--- config.mk ---
export PLATFORM = sky130hd
export DESIGN_NAME = ps2_mouse_position
export DESIGN_NICKNAME = d
export VERILOG_FILES = /design/src/rtl/ps2_mouse_position.sv
export SDC_FILE = /design/constraint.sdc
export NUM_CORES = 1
export LEC_CHECK = 0
export CELL_PAD_IN_SITES_DETAIL_PLACEMENT = 0
export CELL_PAD_IN_SITES_GLOBAL_PLACEMENT = 1
export CORE_UTILIZATION = 30
export CTS_CLUSTER_SIZE = 28
export DETAILED_ROUTE_END_ITERATION = 10
export GPL_TIMING_DRIVEN = 0
export PLACE_DENSITY = 0.66
export SLEW_MARGIN = 20
export SYNTH_ARGS = -nofsm -noshare
export SYNTH_HDL_FRONTEND = slang
export SYNTH_SLANG_ARGS = --single-unit
--- constraint.sdc ---
create_clock -name clock -period 3.2 [get_ports clock]
set_input_delay 0.64 -clock clock [delete_from_list [all_inputs] [get_ports clock]]
set_output_delay 0.64 -clock clock [all_outputs]
set_load 0.02 [all_outputs]
--- src/rtl/ps2_mouse_position.sv ---
// ps2_mouse_position: receive-only PS/2 mouse front end.
// Deserialises 11-bit device-to-host frames, assembles 3-byte movement
// packets and accumulates the X/Y deltas into saturating 8-bit positions.
module ps2_mouse_position #(
  parameter int         TIMEOUT_CYCLES = 100000,
  parameter logic [7:0] X_INIT         = 8'h80,
  parameter logic [7:0] Y_INIT         = 8'h80
) (
  input  logic       clock,
  input  logic       reset,
  input  logic       ps2_clk,
  input  logic       ps2_data,
  output logic [7:0] XPosition,
  output logic [7:0] YPosition,
  output logic [2:0] buttons,
  output logic       packet_valid,
  output logic       frame_error
);

  localparam int TW = $clog2(TIMEOUT_CYCLES + 1);

  typedef enum logic [1:0] {IDLE, SHIFT, STOP} state_t;

  // Saturating accumulate of a 9-bit two's complement delta onto a 0..255 position.
  // An overflowed axis contributes nothing.
  function automatic logic [7:0] sat_add(input logic [7:0] pos, input logic sign,
                                         input logic [7:0] mag, input logic ovf);
    logic signed [9:0] delta;
    logic signed [9:0] sum;
    delta = ovf ? 10'sd0 : $signed({sign, sign, mag});
    sum   = $signed({2'b00, pos}) + delta;
    if (sum < 10'sd0)
      return 8'h00;
    else if (sum > 10'sd255)
      return 8'hFF;
    else
      return sum[7:0];
  endfunction

  logic            clk_s1, clk_s2, clk_s3;
  logic            dat_s1, dat_s2;
  logic            fall;
  state_t          state;
  logic [3:0]      bit_cnt;
  logic [TW-1:0]   timer;
  logic [8:0]      shreg;
  logic            tmo;
  logic            byte_ok;
  logic            byte_bad;
  logic            frame_abort;
  logic [1:0]      idx;
  logic [6:0]      hdr_p0;   // {Yovf, Xovf, Ysign, Xsign, M, R, L}
  logic [7:0]      xdat_p0;
  logic [7:0]      ydat_p1;
  logic            vld_p1;

  // Two-flop synchronisers plus one history flop for falling-edge detection.
  always_ff @(posedge clock or posedge reset) begin
    if (reset) begin
      clk_s1 <= 1'b1;
      clk_s2 <= 1'b1;
      clk_s3 <= 1'b1;
      dat_s1 <= 1'b1;
      dat_s2 <= 1'b1;
    end else begin
      clk_s1 <= ps2_clk;
      clk_s2 <= clk_s1;
      clk_s3 <= clk_s2;
      dat_s1 <= ps2_data;
      dat_s2 <= dat_s1;
    end
  end

  assign fall        = clk_s3 & ~clk_s2;
  assign tmo         = (state != IDLE) && !fall && (timer == TW'(TIMEOUT_CYCLES - 1));
  assign byte_ok     = fall && (state == STOP) && dat_s2 && (^shreg);
  assign byte_bad    = fall && (state == STOP) && !(dat_s2 && (^shreg));
  assign frame_abort = byte_bad | tmo;

  // Frame receiver FSM with mid-frame inactivity timeout; frame_error is registered here.
  always_ff @(posedge clock or posedge reset) begin
    if (reset) begin
      state       <= IDLE;
      bit_cnt     <= 4'd0;
      timer       <= '0;
      frame_error <= 1'b0;
    end else begin
      frame_error <= 1'b0;
      if (fall || state == IDLE)
        timer <= '0;
      else
        timer <= timer + TW'(1);
      case (state)
        IDLE: begin
          if (fall && !dat_s2) begin
            state   <= SHIFT;
            bit_cnt <= 4'd0;
          end
        end
        SHIFT: begin
          if (fall) begin
            bit_cnt <= bit_cnt + 4'd1;
            if (bit_cnt == 4'd8)
              state <= STOP;
          end
        end
        STOP: begin
          if (fall) begin
            state <= IDLE;
            if (byte_bad)
              frame_error <= 1'b1;
          end
        end
        default: state <= IDLE;
      endcase
      if (tmo) begin
        state       <= IDLE;
        timer       <= '0;
        frame_error <= 1'b1;
      end
    end
  end

  // Data and parity shift register, LSB first; after nine shifts [7:0] is the byte and [8] the parity.
  always_ff @(posedge clock) begin
    if (state == SHIFT && fall)
      shreg <= {dat_s2, shreg[8:1]};
  end

  // Packet byte index; resyncs on header bit3 and restarts on any frame error.
  always_ff @(posedge clock or posedge reset) begin
    if (reset) begin
      idx    <= 2'd0;
      vld_p1 <= 1'b0;
    end else begin
      vld_p1 <= 1'b0;
      if (frame_abort) begin
        idx <= 2'd0;
      end else if (byte_ok) begin
        case (idx)
          2'd0:    if (shreg[3]) idx <= 2'd1;
          2'd1:    idx <= 2'd2;
          2'd2: begin
            idx    <= 2'd0;
            vld_p1 <= 1'b1;
          end
          default: idx <= 2'd0;
        endcase
      end
    end
  end

  // Packet byte capture, selected by the current index.
  always_ff @(posedge clock) begin
    if (byte_ok) begin
      case (idx)
        2'd0:    hdr_p0  <= {shreg[7:4], shreg[2:0]};
        2'd1:    xdat_p0 <= shreg[7:0];
        2'd2:    ydat_p1 <= shreg[7:0];
        default: ;
      endcase
    end
  end

  // ---- commit stage: packet_valid, buttons and positions update together ----
  always_ff @(posedge clock or posedge reset) begin
    if (reset) begin
      XPosition    <= X_INIT;
      YPosition    <= Y_INIT;
      buttons      <= 3'b000;
      packet_valid <= 1'b0;
    end else begin
      packet_valid <= vld_p1;
      if (vld_p1) begin
        XPosition <= sat_add(XPosition, hdr_p0[3], xdat_p0, hdr_p0[5]);
        YPosition <= sat_add(YPosition, hdr_p0[4], ydat_p1, hdr_p0[6]);
        buttons   <= hdr_p0[2:0];
      end
    end
  end

endmodule
==> out/results.ini <==
[status]
outcome=completed

[timing]
rsz0062_at_grt=no
portion_of_the_clock_cycle_consumed_by_the_worst_path_in_the_final_layout_pct=83.02
hold-worst-slack_ps=356.9
fmax_mhz=376.4
timing.slew.headroom_pct=38.33
timing.setup.tns_ps=0
timing.final.hold_violations=0
slew_violations=0
finalSetupViolCount=0
clock-skew-final_ps=6.995
worst_slew_pin_slew_ps=917.4
finalWorstPathRequiredPeriod_ps=2657

[power_and_ir_drop]
internal_power_uw=1908
power.ir.vdd_worst_mv=0.2899
combinational_power_share_pct=5.8
clockPowerShare_pct=44.9
netSwitchingFraction_pct=22.24
p_seq_share_pct=49.3
p_leak_uw=0.001992
netSwitchingPower_uw=545.7
pwr_dens_nw_per_um2=500.1

[final_layout]
synthToLayoutAreaGrowth_pct=19.11
share_of_cells_above_drive_strength_1_pct=8.293
final_common_cell=sky130_fd_sc_hd__dfrtp_1
finalNetCount=430
layout.cells.most_common_list=45 x sky130_fd_sc_hd__dfrtp_1, 41 x sky130_fd_sc_hd__nor2_1, 32 x sky130_fd_sc_hd__edfxtp_1
final_instance_count_excl_fillers=586
postLayoutCoreUtil_pct=36.90
antenna_cells_inserted=0

[logic_synthesis]
avgSynthCellArea_um2=11.13
top_cell_type_by_total_area_after_synthesis=sky130_fd_sc_hd__dfrtp_1
postSynth.asyncResetShare_pct=61.90
synth_cells=370
synth_area_leaders=sky130_fd_sc_hd__dfrtp_1 27%, sky130_fd_sc_hd__edfxtp_1 23%, sky130_fd_sc_hd__ha_1 5.8%
ys.warnings.count=0
post_synthesis_sequential_area_ratio_pct=55.13
synth_edf_count=32
ys_dominant_reg_cell=sky130_fd_sc_hd__dfrtp_1
syn_nets=395
synth.ff_latch_count=84
syn-cell-area_um2=4119
synth.top_cell.area_share_pct=27.34
synth.lib_cells_used.distinct=47

[worst_setup_path]
startpoint_type=flip-flop
worstSetupPathType=flip-flop to flip-flop
worst-endpoint-required_ps=3450
maximum_fanout_count_along_the_critical_path=9
cp-end-kind=flip-flop
critical_path_arrival_ps=2910

[global_route]
grt_first_pass_wirelength_um=13720
first_global_vias=2778
grt_remaining_overflow=0
pin_count_of_the_biggest_net_entering_global_routing=53
grt_util_all_layers_pct=12.25
grt_antenna_before_repair=0

[drt]
num_vias=2776
totalWireLength_um=7861
ant_nets=0
detail_route.first_pass.iterations=4
drt_first_iter_violations=197
drc=0
avgViaCountPerCell=4.737
wl_per_cell_um=13.41

[placed_design]
globalplace.congestion=0.8277
post_place_cells=570
buffer_ports.inserted=24
post_detailed_placement_half_perimeter_wirelength_um=5558

[clock_tree]
path_clk_slew_ps=60
cts.sinks=84
clockRootBuffer=sky130_fd_sc_hd__clkbuf_16
ctsResizeCount=0
cts_max_level=3
clk-insertion-delay-late_ps=340
cts_tree=done
cts_max_path_buffers=2
cts_made_buffers=9
post_cts.repair.setup_buffers=0
cts_hold_repair.buffers=0

[worst_hold_path]
hold_path.class=flip-flop to flip-flop

[floorplanning]
floorplan.initialDensity_pct=30.98
core-area_um2=13300
die_area_um2=14200
fp.dieH_um=119.2
floorplan.rows=42
die_width_um=119.2
boundaryPins=25

[run]
drv.max_cap_violation_count=0

-- per-layer routing --
layer	GRT usage [%]	vias up	share of wire, %
li1	-	1378	-
met1	15.61	1343	48
met2	19.88	42	47
met3	3.544	13	3.4
met4	4.035	0	1.3
met5	0	-	0
-- cell type report --
cell class,count,area (µm²)
fill,1303,8389
timing repair buffer,24,240.2
clock inverter,6,88.84
multi-input combinational,250,1718
buffer,4,16.27
inverter,32,122.6
tap,176,220.2
clock buffer,10,229.0
sequential,84,2271
-- power groups by stage --
stage / Clock, µW / Combinational [µW] / Sequential (µW)
2_1_floorplan: 0 / 114 / 1220
4_1_cts: 1140 / 147 / 1210
6_report: 1100 / 141 / 1210
3_5_place_dp: 0 / 146 / 1230
5_1_grt: 1180 / 165 / 1220
3_3_place_gp: 0 / 142 / 1230
-- final timing paths --
path                       startpoint      endpoint  slack [ps]  depth (start not counted)
setup / recovery            hdr_p0[6]  YPosition[7]         540                         10
hold / removal                 clk_s1        clk_s2         360                          0
setup reg to reg            hdr_p0[6]  YPosition[7]         540                         10
hold reg to reg                clk_s1        clk_s2         360                          0
max in group asynchronous       reset    bit_cnt[3]        1990                          2
min in group asynchronous       reset  YPosition[2]         770                          2
-- logic make-up (layout without fill, tap and decap cells) --
family / count (synthesis) / count (layout) / share of synthesized area [%]
fa+ha+maj: 21 / 21 / 6.744
xor+xnor: 31 / 31 / 6.774
buf+inv: 36 / 76 / 3.311
flops: 84 / 84 / 55.13
mux: 5 / 5 / 1.337
simple gates: 124 / 124 / 15.37
compound gates: 69 / 69 / 11.33
-- flip-flops by register name, summed over array words and instances (netlist names), 4 cells and up --
| signal | count |
|---|---|
| YPosition | 8 |
| ydat_p1 | 8 |
| xdat_p0 | 8 |
| bit_cnt | 4 |
| XPosition | 8 |
| shreg | 9 |
| timer | 17 |
| hdr_p0 | 7 |
-- critical path: stages (launching register included) --
cell	delay (ps)
sky130_fd_sc_hd__edfxtp_1	490
sky130_fd_sc_hd__nor2b_1	180
sky130_fd_sc_hd__ha_1	220
sky130_fd_sc_hd__inv_1	70
sky130_fd_sc_hd__fa_1	390
sky130_fd_sc_hd__nor2b_1	180
sky130_fd_sc_hd__o2111ai_1	160
sky130_fd_sc_hd__a32oi_1	270
sky130_fd_sc_hd__xnor2_1	330
sky130_fd_sc_hd__nand2b_1	150
sky130_fd_sc_hd__o2111ai_1	130
-- metrics by stage --
| step | power (µW) | area, µm² | setup slack, ps |
|---|---|---|---|
| after floorplan | 1329 | 4119 | 787.6 |
| after global placement | 1370 | 4579 | 159.3 |
| after detailed placement | 1375 | 4588 | 493.4 |
| after CTS | 2497 | 4906 | 488.4 |
| after global routing | 2561 | 4906 | 313.2 |
| final | 2454 | 4906 | 543.2 |
-- synthesized netlist by cell type (2+ instances only) --
library cell / count
sky130_fd_sc_hd__clkbuf_1: 2
sky130_fd_sc_hd__mux2_2: 4
sky130_fd_sc_hd__ha_1: 19
sky130_fd_sc_hd__dfrtp_1: 45
sky130_fd_sc_hd__a211o_1: 2
sky130_fd_sc_hd__a22o_1: 3
sky130_fd_sc_hd__inv_1: 32
sky130_fd_sc_hd__a21o_1: 5
sky130_fd_sc_hd__nand2b_1: 13
sky130_fd_sc_hd__nand2_1: 14
sky130_fd_sc_hd__dfstp_2: 7
sky130_fd_sc_hd__nor2_1: 41
sky130_fd_sc_hd__o2111ai_1: 4
sky130_fd_sc_hd__edfxtp_1: 32
sky130_fd_sc_hd__or4_1: 2
sky130_fd_sc_hd__nor3_1: 6
sky130_fd_sc_hd__xor2_1: 14
sky130_fd_sc_hd__o22ai_1: 15
sky130_fd_sc_hd__xnor2_1: 16
sky130_fd_sc_hd__nand3_1: 10
sky130_fd_sc_hd__and3_1: 5
sky130_fd_sc_hd__fa_1: 2
sky130_fd_sc_hd__nand4_1: 2
sky130_fd_sc_hd__and4_1: 3
sky130_fd_sc_hd__nor2b_1: 18
sky130_fd_sc_hd__o21ai_0: 12
sky130_fd_sc_hd__or3_1: 3
sky130_fd_sc_hd__and2_1: 2
sky130_fd_sc_hd__o22ai_2: 2
sky130_fd_sc_hd__o21a_1: 5
sky130_fd_sc_hd__a21oi_1: 11
sky130_fd_sc_hd__nor4_1: 4
No activity file was read; power rests on OpenSTA's default activity.
